### config.mk
export PLATFORM = sky130hd
export DESIGN_NAME = div_tick_stepper
export DESIGN_NICKNAME = d
export VERILOG_FILES = /design/src/rtl/div_tick_stepper.sv
export SDC_FILE = /design/constraint.sdc
export NUM_CORES = 1
export LEC_CHECK = 0
export ABC_CLOCK_PERIOD_IN_PS = 5100
export BUFFER_PORTS_ARGS = -buffer_cell sky130_fd_sc_hd__buf_4
export CAP_MARGIN = 5
export CELL_PAD_IN_SITES_DETAIL_PLACEMENT = 1
export CELL_PAD_IN_SITES_GLOBAL_PLACEMENT = 1
export CORE_ASPECT_RATIO = 2
export CORE_MARGIN = 4
export CORE_UTILIZATION = 38
export DETAILED_ROUTE_END_ITERATION = 8
export PLACE_DENSITY_LB_ADDON = 0.1
export SETUP_SLACK_MARGIN = 0.5
export SLEW_MARGIN = 20
export SYNTH_ARGS = -nofsm -noshare
export SYNTH_HDL_FRONTEND = slang
export SYNTH_SLANG_ARGS = --single-unit
### constraint.sdc
create_clock -name clk -period 5.1 [get_ports clk]
set_clock_uncertainty 0.1 [all_clocks]
set_input_delay 1.02 -clock clk [delete_from_list [all_inputs] [get_ports clk]]
set_output_delay 1.02 -clock clk [all_outputs]
set_load 0.01 [all_outputs]
### src/rtl/div_tick_stepper.sv
// div_tick_stepper: turns rising edges of one selected divider tap into single-cycle
// ticks and uses them to advance a run/pause/stop step counter with a programmable
// terminal value, direction, synchronous load and optional one-shot halt.
module div_tick_stepper #(
    parameter int unsigned WIDTH    = 8,
    parameter int unsigned MAX      = 255,
    parameter bit          ONE_SHOT = 1'b0
) (
    input  logic             clk,
    input  logic             rst,
    input  logic [3:0]       div_in,
    input  logic [1:0]       sel,
    input  logic             start,
    input  logic             stop,
    input  logic             dir,
    input  logic             load,
    input  logic [WIDTH-1:0] load_val,
    output logic             tick,
    output logic [WIDTH-1:0] step_cnt,
    output logic             wrap,
    output logic             busy,
    output logic [1:0]       state
);

    typedef enum logic [1:0] {
        StIdle  = 2'd0,
        StRun   = 2'd1,
        StPause = 2'd2,
        StDone  = 2'd3
    } state_e;

    localparam logic [WIDTH-1:0] MaxVal = WIDTH'(MAX);
    localparam logic [WIDTH-1:0] One    = WIDTH'(1);

    // div_cur is the first sample of div_in, div_prev the one before it
    logic [3:0]       div_cur_q, div_cur_d;
    logic [3:0]       div_prev_q, div_prev_d;
    logic [1:0]       warm_q, warm_d;
    logic             tick_q, tick_d;
    logic             wrap_q, wrap_d;
    logic             busy_q, busy_d;
    logic [WIDTH-1:0] cnt_q, cnt_d;
    state_e           state_q, state_d;

    logic armed;
    logic rise;
    logic step;
    logic at_term;

    // Armed two edges after reset release so levels already high at release give no tick
    assign armed   = (warm_q == 2'd2);
    assign rise    = div_cur_q[sel] & ~div_prev_q[sel];
    assign step    = (state_q == StRun) & rise & armed & ~load;
    assign at_term = dir ? (cnt_q >= MaxVal) : (cnt_q == '0);

    // Next-state logic: edge pipeline, counter update and run/pause/done control
    always_comb begin
        div_cur_d  = div_in;
        div_prev_d = div_cur_q;
        warm_d     = armed ? warm_q : warm_q + 2'd1;
        tick_d     = rise & armed;
        wrap_d     = 1'b0;
        cnt_d      = cnt_q;
        state_d    = state_q;

        // Load wins over a coincident step; a DONE restart also yields to load
        if (load) begin
            cnt_d = (load_val > MaxVal) ? MaxVal : load_val;
        end else if (step) begin
            if (at_term) begin
                wrap_d = 1'b1;
                if (ONE_SHOT) begin
                    cnt_d = dir ? MaxVal : '0;
                end else begin
                    cnt_d = dir ? '0 : MaxVal;
                end
            end else begin
                cnt_d = dir ? cnt_q + One : cnt_q - One;
            end
        end else if ((state_q == StDone) && start && !stop) begin
            cnt_d = dir ? '0 : MaxVal;
        end

        unique case (state_q)
            StIdle: begin
                if (start && !stop) state_d = StRun;
            end
            StRun: begin
                if (stop) begin
                    state_d = StPause;
                end else if (ONE_SHOT && wrap_d) begin
                    state_d = StDone;
                end
            end
            StPause, StDone: begin
                if (start && !stop) state_d = StRun;
            end
            default: state_d = StIdle;
        endcase

        busy_d = (state_d == StRun);
    end

    // State registers with asynchronous active-low reset
    always_ff @(posedge clk or negedge rst) begin
        if (!rst) begin
            div_cur_q  <= '0;
            div_prev_q <= '0;
            warm_q     <= '0;
            tick_q     <= 1'b0;
            wrap_q     <= 1'b0;
            busy_q     <= 1'b0;
            cnt_q      <= '0;
            state_q    <= StIdle;
        end else begin
            div_cur_q  <= div_cur_d;
            div_prev_q <= div_prev_d;
            warm_q     <= warm_d;
            tick_q     <= tick_d;
            wrap_q     <= wrap_d;
            busy_q     <= busy_d;
            cnt_q      <= cnt_d;
            state_q    <= state_d;
        end
    end

    assign tick     = tick_q;
    assign wrap     = wrap_q;
    assign busy     = busy_q;
    assign step_cnt = cnt_q;
    assign state    = state_q;

endmodule
==> flow_metrics.tcl <==
set metrics [dict create \
    outcome "complete, no violations" \
    postSynthCellCount 130 \
    avg_vias_per_cell 5.73 \
    wire_per_inst_um 17.8 \
    maximum_number_of_pins_on_one_net_before_global_route_repair 24 \
    synth_compound_area_frac 0.212 \
    tns_ns 0 \
    max_cap_violations 0 \
    finalCritPeriodShare 0.523 \
    post_synth_xor_area_fraction 0.0267 \
    unrepaired_setup_endpoints_after_global_routing "false" \
    final-setup-viol-count 0 \
    cts-root-buf "sky130_fd_sc_hd__clkbuf_8" \
    routed_wirelength_um 3490 \
    detailedRoute.firstIterationViolations 10 \
    seq_area_um2 576 \
    die_width_um 49.6 \
    cts_max_level 1 \
    grt_first_pass_wirelength_um 6070 \
    post_synth_mux_area_share 0.0400 \
    chipHeight_um 91.2 \
    fmax_mhz 375 \
    postRouteAntennaNets 0 \
    gp_congestion 0.788 \
    yosys.area_share.simple 0.187 \
    fin_crit_ns 2.67 \
    final_nets 193 \
    category_of_the_most_critical_setup_path "in -> reg" \
    initial_utilization 0.389 \
    fillCellCount 397 \
    grt-ovfl-total 0 \
    avgSynthCellArea_um2 10.1 \
    max-slew-margin-rel 0.583 \
    antenna_cells 0 \
    cp_data_required_time_ns 5.14 \
    cp_data_arrival_time_ns 2.71 \
    static-leakage-power_nw 0.767 \
    final_hold_viol_count 0 \
    area_of_the_die_um2 4520 \
    tritoncts_num_sinks 23 \
    drive_gt1_frac 0.268 \
    io_port_bufs 32 \
    drt_pre_antenna_iters 3 \
    synthAdderAreaFrac 0.0819 \
    top_ports 33 \
    critPathCaptureType "flop" \
    crit_fanout 7 \
    combinational_family_with_the_most_area_after_synthesis "compound AO/OA/AOI/OAI gates" \
    synth-edff-count 0 \
    row_count 30 \
    maximum_vdd_drop_v 0.000207 \
    worst_hold_path.num_cells 0 \
    clock_path_buffers 2 \
    synth_nets 158 \
    final_max_slew_viol_count 0 \
    numCtsBuffers 3 \
    clk_pin_slew_ns 0.08 \
    synth.yosys.seq_area_share 0.438 \
    antenna_found_initial 0 \
    cts_setup_buffers 0 \
    worstRegToRegCells 6 \
    ys.warnings.count 0 \
    cts_repair_resize_count 0 \
    drt_drc_violations_left 0 \
    vias 1124 \
    holdCritPathClass "reg -> reg" \
    multi_input_comb_area_um2 719 \
    dp.final_hpwl_um 2930 \
    worstSetupStartpointType "primary input" \
    grt_pass1_vias 1286 \
    grt_usage 0.171 \
    floorplan.core_area_um2 3380 \
    powerDensity_nw_per_um2 323 \
    syn-cell-area_um2 1310 \
    clk-insertion-delay-late_ns 0.26 \
    ys_ff_latch 23 \
    ys_async_sr_fraction 1.00 \
    ys.flop_type "sky130_fd_sc_hd__dfrtp_1" \
    synth.lib_cells_used.distinct 38 \
    tritoncts "built" \
    syn_to_final_growth_pct 24.3 \
    hold_slack_ns 0.277 \
    holdBufCountCts 0 \
    worstMarginPinSlew_ns 0.620 \
]
## registers in the layout, indices dropped and copies added, names as in the netlist
register,cells
state,2
tick,1
warm_q,2
wrap,1
busy,1
div_cur_q,4
step_cnt,8
div_prev_q,4
## synthesized netlist by cell type, types with 2 or more instances
cell,n,area (um2)
sky130_fd_sc_hd__and2_1,8,50.1
sky130_fd_sc_hd__clkbuf_1,2,7.51
sky130_fd_sc_hd__mux2i_1,3,30.0
sky130_fd_sc_hd__o22a_1,3,26.3
sky130_fd_sc_hd__dfrtp_1,23,576
sky130_fd_sc_hd__nor3_1,5,25.0
sky130_fd_sc_hd__nand3_1,2,10.0
sky130_fd_sc_hd__a31oi_1,2,12.5
sky130_fd_sc_hd__a21o_1,3,22.5
sky130_fd_sc_hd__nand2_1,6,22.5
sky130_fd_sc_hd__a21oi_1,10,50.1
sky130_fd_sc_hd__o21ai_0,7,35.0
sky130_fd_sc_hd__nor2_1,13,48.8
sky130_fd_sc_hd__ha_1,7,87.6
sky130_fd_sc_hd__inv_1,3,11.3
sky130_fd_sc_hd__xnor2_1,2,17.5
sky130_fd_sc_hd__nor2b_1,6,37.5
sky130_fd_sc_hd__o22ai_1,4,25.0
sky130_fd_sc_hd__xor2_1,2,17.5
## cells in the final DEF, fill, tap and decap left out, types with 2 or more instances in the layout
master / netlist / final
sky130_fd_sc_hd__nand3_1: 2 / 2
sky130_fd_sc_hd__clkbuf_8: 0 / 3
sky130_fd_sc_hd__ha_1: 7 / 7
sky130_fd_sc_hd__xor2_1: 2 / 2
sky130_fd_sc_hd__nor3_1: 5 / 5
sky130_fd_sc_hd__nor2b_1: 6 / 6
sky130_fd_sc_hd__a21o_1: 3 / 3
sky130_fd_sc_hd__a21oi_1: 10 / 10
sky130_fd_sc_hd__nor2_1: 13 / 13
sky130_fd_sc_hd__a31oi_1: 2 / 2
sky130_fd_sc_hd__dfrtp_1: 23 / 23
sky130_fd_sc_hd__o22ai_1: 4 / 4
sky130_fd_sc_hd__nand2_1: 6 / 6
sky130_fd_sc_hd__xnor2_1: 2 / 2
sky130_fd_sc_hd__o22a_1: 3 / 3
sky130_fd_sc_hd__o21ai_0: 7 / 7
sky130_fd_sc_hd__buf_4: 0 / 32
sky130_fd_sc_hd__and2_1: 8 / 8
sky130_fd_sc_hd__mux2i_1: 3 / 3
sky130_fd_sc_hd__inv_1: 3 / 3
## where the power goes
group	internal, mW	switching, mW
combinational	0.0952	0.0934
clock	0.0544	0.0558
sequential	0.201	0.0278
## critical path: stages
cell and delay (ns):
sky130_fd_sc_hd__buf_4 0.12, sky130_fd_sc_hd__inv_1 0.14, sky130_fd_sc_hd__fa_1 0.50, sky130_fd_sc_hd__a211o_1 0.29
sky130_fd_sc_hd__a21o_1 0.16, sky130_fd_sc_hd__a21oi_1 0.19, sky130_fd_sc_hd__mux2i_1 0.21, sky130_fd_sc_hd__a21oi_1 0.08
## through the flow
step           setup WS, ns  power (mW)  area, um2  std cells  utilization
6_report               2.43       0.528       1630        196        0.483
5_1_grt                2.33       0.565       1630        196        0.483
4_1_cts                2.42       0.535       1630        196        0.483
3_5_place_dp           2.13       0.423       1590        192        0.470
3_3_place_gp           2.22       0.417       1590        192        0.470
2_1_floorplan          2.47       0.347       1310        130            -
## cell type report
type	count	share of cell area
multi-input combinational	102	0.441
clock inverter	1	0.00307
clock buffer	3	0.0253
inverter	3	0.00690
sequential	23	0.352
timing repair buffer	32	0.147
tap	32	0.0245
## metal layers
metal,GRT usage,wire [um]
met1,0.178,1250
met2,0.332,2080
met3,0.0181,98
met4,0.0670,69
met5,0,0
## cell families (layout without fill, tap and decap cells)
family | count (synthesis) | in the layout
compound gates | 39 | 39
xor+xnor | 4 | 4
fa+ha+maj | 8 | 8
buf+inv | 5 | 39
flops | 23 | 23
mux | 4 | 4
simple gates | 47 | 47
## final timing paths
path | startpoint | to | slack (ns)
min | div_cur_q[3] | div_prev_q[3] | 0.28
min in group asynchronous | rst | div_cur_q[1] | 0.54
max reg2reg | step_cnt[0] | step_cnt[6] | 2.99
max in group asynchronous | rst | step_cnt[7] | 4.13
min reg2reg | div_cur_q[3] | div_prev_q[3] | 0.28
max | dir | step_cnt[6] | 2.43
(Power assumes the default switching activity.)
